File: src/rtl/clock_div_f2s_fifo_pkg.sv
// Shared constants and types for the fast-to-slow FIFO slice.
// Latency: n/a (declarations only).
// Backpressure: n/a.
package clock_div_f2s_fifo_pkg;

  localparam int F2S_DATA_W_DEF = 8;
  localparam int F2S_INDX_W_DEF = 2;
  localparam int F2S_DEPTH_DEF  = 1 << F2S_INDX_W_DEF;

  // Per-edge events: accepted enqueue, accepted dequeue, slow-edge update.
  typedef struct packed {
    logic enq;
    logic deq;
    logic upd;
  } f2s_evt_t;

endpackage

File: src/rtl/clock_div_f2s_fifo_mem.sv
// Register array: synchronous write, asynchronous read.
// Latency: write visible on the read port the cycle after the write edge.
// Backpressure: none; the caller gates wr_vld.
module clock_div_f2s_fifo_mem #(
  parameter int dataWidth = 8,
  parameter int depth     = 4,
  parameter int indxWidth = 2
) (
  input  logic                 CLK_IN,
  input  logic                 wr_vld,
  input  logic [indxWidth-1:0] wr_addr,
  input  logic [dataWidth-1:0] wr_dat,
  input  logic [indxWidth-1:0] rd_addr,
  output logic [dataWidth-1:0] rd_dat
);

  logic [dataWidth-1:0] mem_q [depth];
  logic [dataWidth-1:0] mem_d [depth];

  // Next array contents: overwrite one entry on a write.
  always_comb begin
    mem_d = mem_q;
    if (wr_vld) begin
      mem_d[wr_addr] = wr_dat;
    end
  end

  // Storage is deliberately not reset; only pointers define validity.
  always_ff @(posedge CLK_IN) begin
    mem_q <= mem_d;
  end

  assign rd_dat = mem_q[rd_addr];

endmodule

File: src/rtl/clock_div_f2s_fifo.sv
// Fast-to-slow FIFO on CLK_IN; slow-side outputs only change at slow rising edges (upd).
// Latency: enqueue visible at the first upd edge strictly after the write edge.
// Backpressure: ENQ dropped while FULL_N=0; DEQ honoured only at upd edges with CLK_GATE=1.
module clock_div_f2s_fifo
  import clock_div_f2s_fifo_pkg::*;
#(
  parameter int dataWidth = F2S_DATA_W_DEF,
  parameter int depth     = F2S_DEPTH_DEF,
  parameter int indxWidth = F2S_INDX_W_DEF
) (
  input  logic                 CLK_IN,
  input  logic                 RST,
  input  logic                 PREEDGE,
  input  logic                 CLK_GATE,
  input  logic                 ENQ,
  input  logic [dataWidth-1:0] D_IN,
  output logic                 FULL_N,
  input  logic                 DEQ,
  output logic [dataWidth-1:0] D_OUT,
  output logic                 EMPTY_N
);

  localparam logic [indxWidth:0] DEPTH_CNT = depth[indxWidth:0];

  logic                 pe_q, pe_d;
  logic [indxWidth-1:0] head_q, head_d;
  logic [indxWidth-1:0] tail_q, tail_d;
  logic [indxWidth:0]   count_q, count_d;
  logic                 full_n_q, full_n_d;
  logic                 empty_n_q, empty_n_d;
  logic [dataWidth-1:0] d_out_q, d_out_d;

  f2s_evt_t             evt;
  logic [indxWidth-1:0] head_pop;
  logic [indxWidth:0]   count_pop;
  logic [dataWidth-1:0] rd_dat;

  // Accepted events this edge; a reset edge swallows both ENQ and DEQ.
  always_comb begin
    evt.upd   = pe_q;
    evt.enq   = ENQ & full_n_q & ~RST;
    evt.deq   = pe_q & DEQ & empty_n_q & CLK_GATE & ~RST;
    head_pop  = head_q + indxWidth'(evt.deq);
    count_pop = count_q - (indxWidth + 1)'(evt.deq);
  end

  clock_div_f2s_fifo_mem #(
    .dataWidth (dataWidth),
    .depth     (depth),
    .indxWidth (indxWidth)
  ) u_mem (
    .CLK_IN  (CLK_IN),
    .wr_vld  (evt.enq),
    .wr_addr (tail_q),
    .wr_dat  (D_IN),
    .rd_addr (head_pop),
    .rd_dat  (rd_dat)
  );

  // Next state: pointers/count every edge, slow-side snapshot only at upd.
  // The snapshot uses post-pop count and pre-write memory, so a same-edge
  // enqueue only becomes visible at the following upd edge.
  always_comb begin
    pe_d      = PREEDGE;
    head_d    = head_pop;
    tail_d    = tail_q + indxWidth'(evt.enq);
    count_d   = count_pop + (indxWidth + 1)'(evt.enq);
    full_n_d  = (count_d < DEPTH_CNT);
    empty_n_d = empty_n_q;
    d_out_d   = d_out_q;
    if (evt.upd) begin
      empty_n_d = (count_pop != '0);
      d_out_d   = rd_dat;
    end
    if (RST) begin
      pe_d      = 1'b0;
      head_d    = '0;
      tail_d    = '0;
      count_d   = '0;
      full_n_d  = 1'b1;
      empty_n_d = 1'b0;
      d_out_d   = '0;
    end
  end

  // State register; reset is folded into the _d terms above.
  always_ff @(posedge CLK_IN) begin
    pe_q      <= pe_d;
    head_q    <= head_d;
    tail_q    <= tail_d;
    count_q   <= count_d;
    full_n_q  <= full_n_d;
    empty_n_q <= empty_n_d;
    d_out_q   <= d_out_d;
  end

  assign FULL_N  = full_n_q;
  assign EMPTY_N = empty_n_q;
  assign D_OUT   = d_out_q;

endmodule

File: config.mk
export PLATFORM = sky130hd
export DESIGN_NAME = clock_div_f2s_fifo
export DESIGN_NICKNAME = d
export VERILOG_FILES = /design/src/rtl/clock_div_f2s_fifo_pkg.sv /design/src/rtl/clock_div_f2s_fifo_mem.sv /design/src/rtl/clock_div_f2s_fifo.sv
export SDC_FILE = /design/constraint.sdc
export NUM_CORES = 1
export LEC_CHECK = 0
export ABC_AREA = 1
export BUFFER_PORTS_ARGS = -buffer_cell sky130_fd_sc_hd__buf_2
export CAP_MARGIN = 20
export CORE_UTILIZATION = 57
export CTS_CLUSTER_SIZE = 8
export DETAILED_ROUTE_END_ITERATION = 6
export PLACE_DENSITY = 0.84
export SLEW_MARGIN = 20
export SYNTH_ARGS = -nofsm -noshare
export SYNTH_HDL_FRONTEND = slang
export SYNTH_SLANG_ARGS = --single-unit
File: constraint.sdc
create_clock -name CLK_IN -period 2.3 [get_ports CLK_IN]
set_input_delay 0.46 -clock CLK_IN [delete_from_list [all_inputs] [get_ports CLK_IN]]
set_output_delay 0.46 -clock CLK_IN [all_outputs]
set_load 0.05 [all_outputs]
# Word-level counts from Yosys, hierarchy flattened
# Index checks and enable logic that the tools add are counted.
# op_classes
addsub,4
n_lt_le_gt_ge,4
n_mux,6
n_bitwise,9
reduce_logical,2
# op_table
operator,n
bitwise mux 32 bit,1
two-way mux 8 bit,3
binary-select mux 8 bit (select 2 bit),1
demux 8 bit (select 2 bit),1
bitwise AND 1 bit,6
greater-or-equal comparator 3 bit (second input constant),2
NOT 2 -> 3 bit,2
adder 2 x 1 -> 2 bit,2
adder 3 x 1 -> 3 bit,1
< comparator 3 x 1 -> 1 bit (second input constant),1
< comparator 3 bit (second input constant),1
nonzero test 3 bit,1
subtractor 3 x 1 -> 3 bit,1
logical AND 1 bit,1
NOT 1 bit,1
# word_totals
regBits,50
input_bits,14
out_inout_bits,10

# Longest topological paths before layout
# depth
ltp_word,9
depth_mapped,13
ltp_nobuf,10

# Modules after synthesis
# From an unflattened synthesis, not the netlist that was laid out.
# unflattened
cells_unflattened,227
hier_area_um2,2208.4
# by_module_without_submodules
module,n_inst,cells_per_inst,area_each_um2,seq_area_each_um2
clock_div_f2s_fifo_mem,1,133,1387.6,960.9
clock_div_f2s_fifo,1,94,820.8,360.3

# Least setup slack after synthesis
# No wires, ideal clock.
# synth_timing
path_kind,input-to-reg
from,input port RST
to,register count_q[2]
setup_ps,110
arrival_ps,1949
t_required_ps,2190
path_slack_ps,241
path_stages,11
path_cell_list,buf_2 > buf_2 > nor2_1 > ha_1 > ha_1 > inv_1 > ha_1 > inv_1 > or2_1 > nand3_1 > inv_2
# synth_between
elab_chain_len,4
word_cells_on_any_way,5
cone_classes,add/sub (2); bitwise (3)
# synth_lines
item,line_no,text
start: declaration,clock_div_f2s_fifo.sv:12,"input logic RST,"
NOT 1 bit,"clock_div_f2s_fifo.sv:41, clock_div_f2s_fifo.sv:42",
bitwise AND 1 bit,clock_div_f2s_fifo.sv:42,evt.deq = pe_q & DEQ & empty_n_q & CLK_GATE & ~RST;
subtractor 3 x 1 -> 3 bit,clock_div_f2s_fifo.sv:44,count_pop = count_q - (indxWidth + 1)'(evt.deq);
adder 3 x 1 -> 3 bit,clock_div_f2s_fifo.sv:67,count_d = count_pop + (indxWidth + 1)'(evt.enq);
end signal: assignment,clock_div_f2s_fifo.sv:91,count_q <= count_d;
end: declaration,clock_div_f2s_fifo.sv:28,"logic [indxWidth:0] count_q, count_d;"
# Several ways; a longest one is shown, not always the timed one.
# A chain may end at the register's enable or synchronous reset.

# Worst setup path after layout
# layout_timing
from,register empty_n_q (netlist: EMPTY_N)
to,register d_out_q[2] (netlist: D_OUT[2])
# layout_between
elab_chain_len,8
# layout_lines
item,line_no,text
start: declaration,clock_div_f2s_fifo.sv:30,"logic empty_n_q, empty_n_d;"
start signal: assignment,clock_div_f2s_fifo.sv:93,empty_n_q <= empty_n_d;
bitwise AND 1 bit (3 in series),clock_div_f2s_fifo.sv:42,
adder 2 x 1 -> 2 bit,clock_div_f2s_fifo.sv:43,head_pop = head_q + indxWidth'(evt.deq);
net head_pop[0],clock_div_f2s_fifo.sv:34,logic [indxWidth-1:0] head_pop;
NOT 2 -> 3 bit (implied by the code),clock_div_f2s_fifo_mem.sv:33,assign rd_dat = mem_q[rd_addr];
binary-select mux 8 bit (select 2 bit),clock_div_f2s_fifo_mem.sv:33,
two-way mux 8 bit (implied by the code) (2 in series),clock_div_f2s_fifo_mem.sv:33,
end signal: assignment,clock_div_f2s_fifo.sv:94,d_out_q <= d_out_d;
end: declaration,clock_div_f2s_fifo.sv:31,"logic [dataWidth-1:0] d_out_q, d_out_d;"
# The timed path passes the listed nets, and every way through them passes these cells. The select of a mux whose other input is x is not followed.

==> impl_metrics.tcl <==
set metrics [dict create \
    vias 1355 \
    max_freq_ghz 0.5437 \
    yosysTopAreaCell "edfxtp_1" \
    cts-buffers-inserted 5 \
    ys_types 21 \
    skew_ns 0.006461 \
    stdcell_count 280 \
    drc_errors 0 \
    synth_compound_area_share_pct 3.983 \
    dp_worst_setup_slack_ns 0.2321 \
    num_rows 21 \
    layout_setup_ws_ns 0.4608 \
    cts_hold_buf 0 \
    place_inst 272 \
    avgRoutedWirePerCell_um 12.25 \
    syn_to_final_growth_pct 12.54 \
    io_pins 24 \
    clockBufferDepth 2 \
    arrival_ns 2.07 \
    whs_path_depth 3 \
    clkSlewWorstSetupHoldPaths_ns 0.09 \
    drive_gt1_share_pct 26.07 \
    power_leakage_nw 1.026 \
    layout_commonest_cell "nand2_1" \
    start_util_pct 61.14 \
    grt_max_degree 18 \
    n_antenna_cell 0 \
    synthXorXnorAreaFrac_pct 0.8323 \
    ys.warnings.count 0 \
    end_kind "flip-flop" \
    status "completed" \
    crit_type "reg -> reg" \
    root_buffer "clkbuf_8" \
    synth_seq_cells 50 \
    period_share_pct 79.96 \
    netlist_instances 203 \
    synth_fa_ha_area_share_pct 3.567 \
    antenna_left 0 \
    routed_wl_mm 3.430 \
    grt_use_total_pct 19.48 \
    fin_nets 253 \
    grt_pass1_wl_mm 5.616 \
    hold_violations 0 \
    synth_top_area_share_pct 45.66 \
    fin_util_pct 68.81 \
    rr_worst_depth 10 \
    finalMaxSlewViolations 0 \
    synth.avg_cell_area_um2 10.37 \
    antenna_found_initial 0 \
    critPathMaxFanout 17 \
    cp-start-kind "flip-flop" \
    die_area_um2 3939 \
    globalRouteOverflowTotal 0 \
    fin_hold_ws_ns 0.3656 \
    synth_top_family_by_area "simple AND/OR/NAND/NOR gates" \
    final_cell_mix "83 x nand2_1, 32 x edfxtp_1, 23 x buf_2" \
    setup_viol 0 \
    htreeDepth 2 \
    portBuffers 23 \
    cap_violations 0 \
    post_cts_buffers 0 \
    syn_nets 223 \
    fp.dieW_um 62.76 \
    grt_pass1_vias 1218 \
    rsz0062_at_grt "false" \
    gp_congestion 0.7809 \
    cts_sinks 50 \
    synthMuxAreaShare_pct 0 \
    synthTopCellsByArea "edfxtp_1 46%, dfxtp_1 17%, nand2_1 15%, ha_1 3.6%, a21oi_2 3.3%" \
    required_ns 2.53 \
    fin_crit_ns 1.839 \
    postCtsResizedCells 0 \
    hp-class "in -> reg" \
    core_region_area_um2 3442 \
    synth_simple_gate_area_share_pct 22.53 \
    insertion_delay_ns 0.29 \
    routed_via_density 4.839 \
    drt_pass1_iterations 4 \
    relSlewSlack_pct 58.62 \
    cts_tree "built" \
    worst-slew-pin-transition_ns 0.6207 \
    tns_ns 0 \
    yosysSeqAreaShare_pct 62.78 \
    p_per_area_nw_per_um2 703.1 \
    synth_area_um2 2105 \
    ir_worst_vdd_mv 0.4567 \
    die_y_um 62.76 \
    drt_iter0_drc 62 \
    dpl.hpwl_mm 2.476 \
]
## critical path, cell delays in order (launching register included)
cell	delay [ns]
dfxtp_1	0.37
nand4_1	0.09
nor2_1	0.14
ha_1	0.48
inv_8	0.25
nand2_1	0.07
nand2_1	0.06
nand2_1	0.05
nand2_1	0.08
nand2_1	0.06
a21oi_2	0.12
## sequential cells by signal, summed over array words and instances (netlist names)
signal / count
FULL_N: 1
pe_q: 1
u_mem.mem_q: 32
count_q: 3
head_q: 2
D_OUT: 8
tail_q: 2
EMPTY_N: 1
## cell families (layout without fill, tap and decap cells)
family	after synthesis	in the layout
AO/OA/AOI/OAI	10	10
XOR/XNOR	2	2
adder cells (fa/ha/maj)	6	6
flip-flops	50	50
buffers and inverters	24	55
AND/OR/NAND/NOR	111	111
## cells in the mapped netlist
library cell,n
nand4_1,1
nand3_1,2
buf_12,1
o21ai_1,1
or2_1,1
buf_2,3
a21oi_2,8
inv_2,3
buf_6,2
a41oi_1,1
xnor2_1,2
nand2_2,9
dfxtp_1,18
nor3_1,4
nand2_4,3
edfxtp_1,32
inv_8,1
nor2_1,8
ha_1,6
inv_1,14
nand2_1,83
## through the flow
stage / power [mW] / cell area (um2)
final: 1.665 / 2369
after CTS: 1.688 / 2369
after floorplan: 1.099 / 2105
after global placement: 1.136 / 2265
after detailed placement: 1.141 / 2265
after global routing: 1.742 / 2369
## layer usage
layer	track usage, %	up-vias	share of wire, %
met5	0	-	0
met2	31.11	30	49
met1	25.03	614	45
met3	4.380	4	4.2
met4	9.593	0	1.4
li1	-	707	-
## where the power goes
group	internal, mW	switching [mW]
Sequential	0.980	0.0117
Combinational	0.0415	0.0867
Clock	0.276	0.269
## layout make-up
| class | count | area, um2 |
|---|---|---|
| clock buffer | 6 | 93.84 |
| inverter | 18 | 75.07 |
| sequential | 50 | 1321 |
| fill | 268 | 1074 |
| tap | 46 | 57.56 |
| timing repair buffer | 29 | 160.2 |
| clock inverter | 2 | 10.01 |
| multi-input combinational | 129 | 650.6 |
## path summary, 6_finish.rpt
path,from,to,slack (ns)
max,EMPTY_N,D_OUT[2],0.46
min reg2reg,D_OUT[7],D_OUT[7],0.48
min,PREEDGE,pe_q,0.37
max reg2reg,EMPTY_N,D_OUT[2],0.46
(Power assumes the default switching activity.)
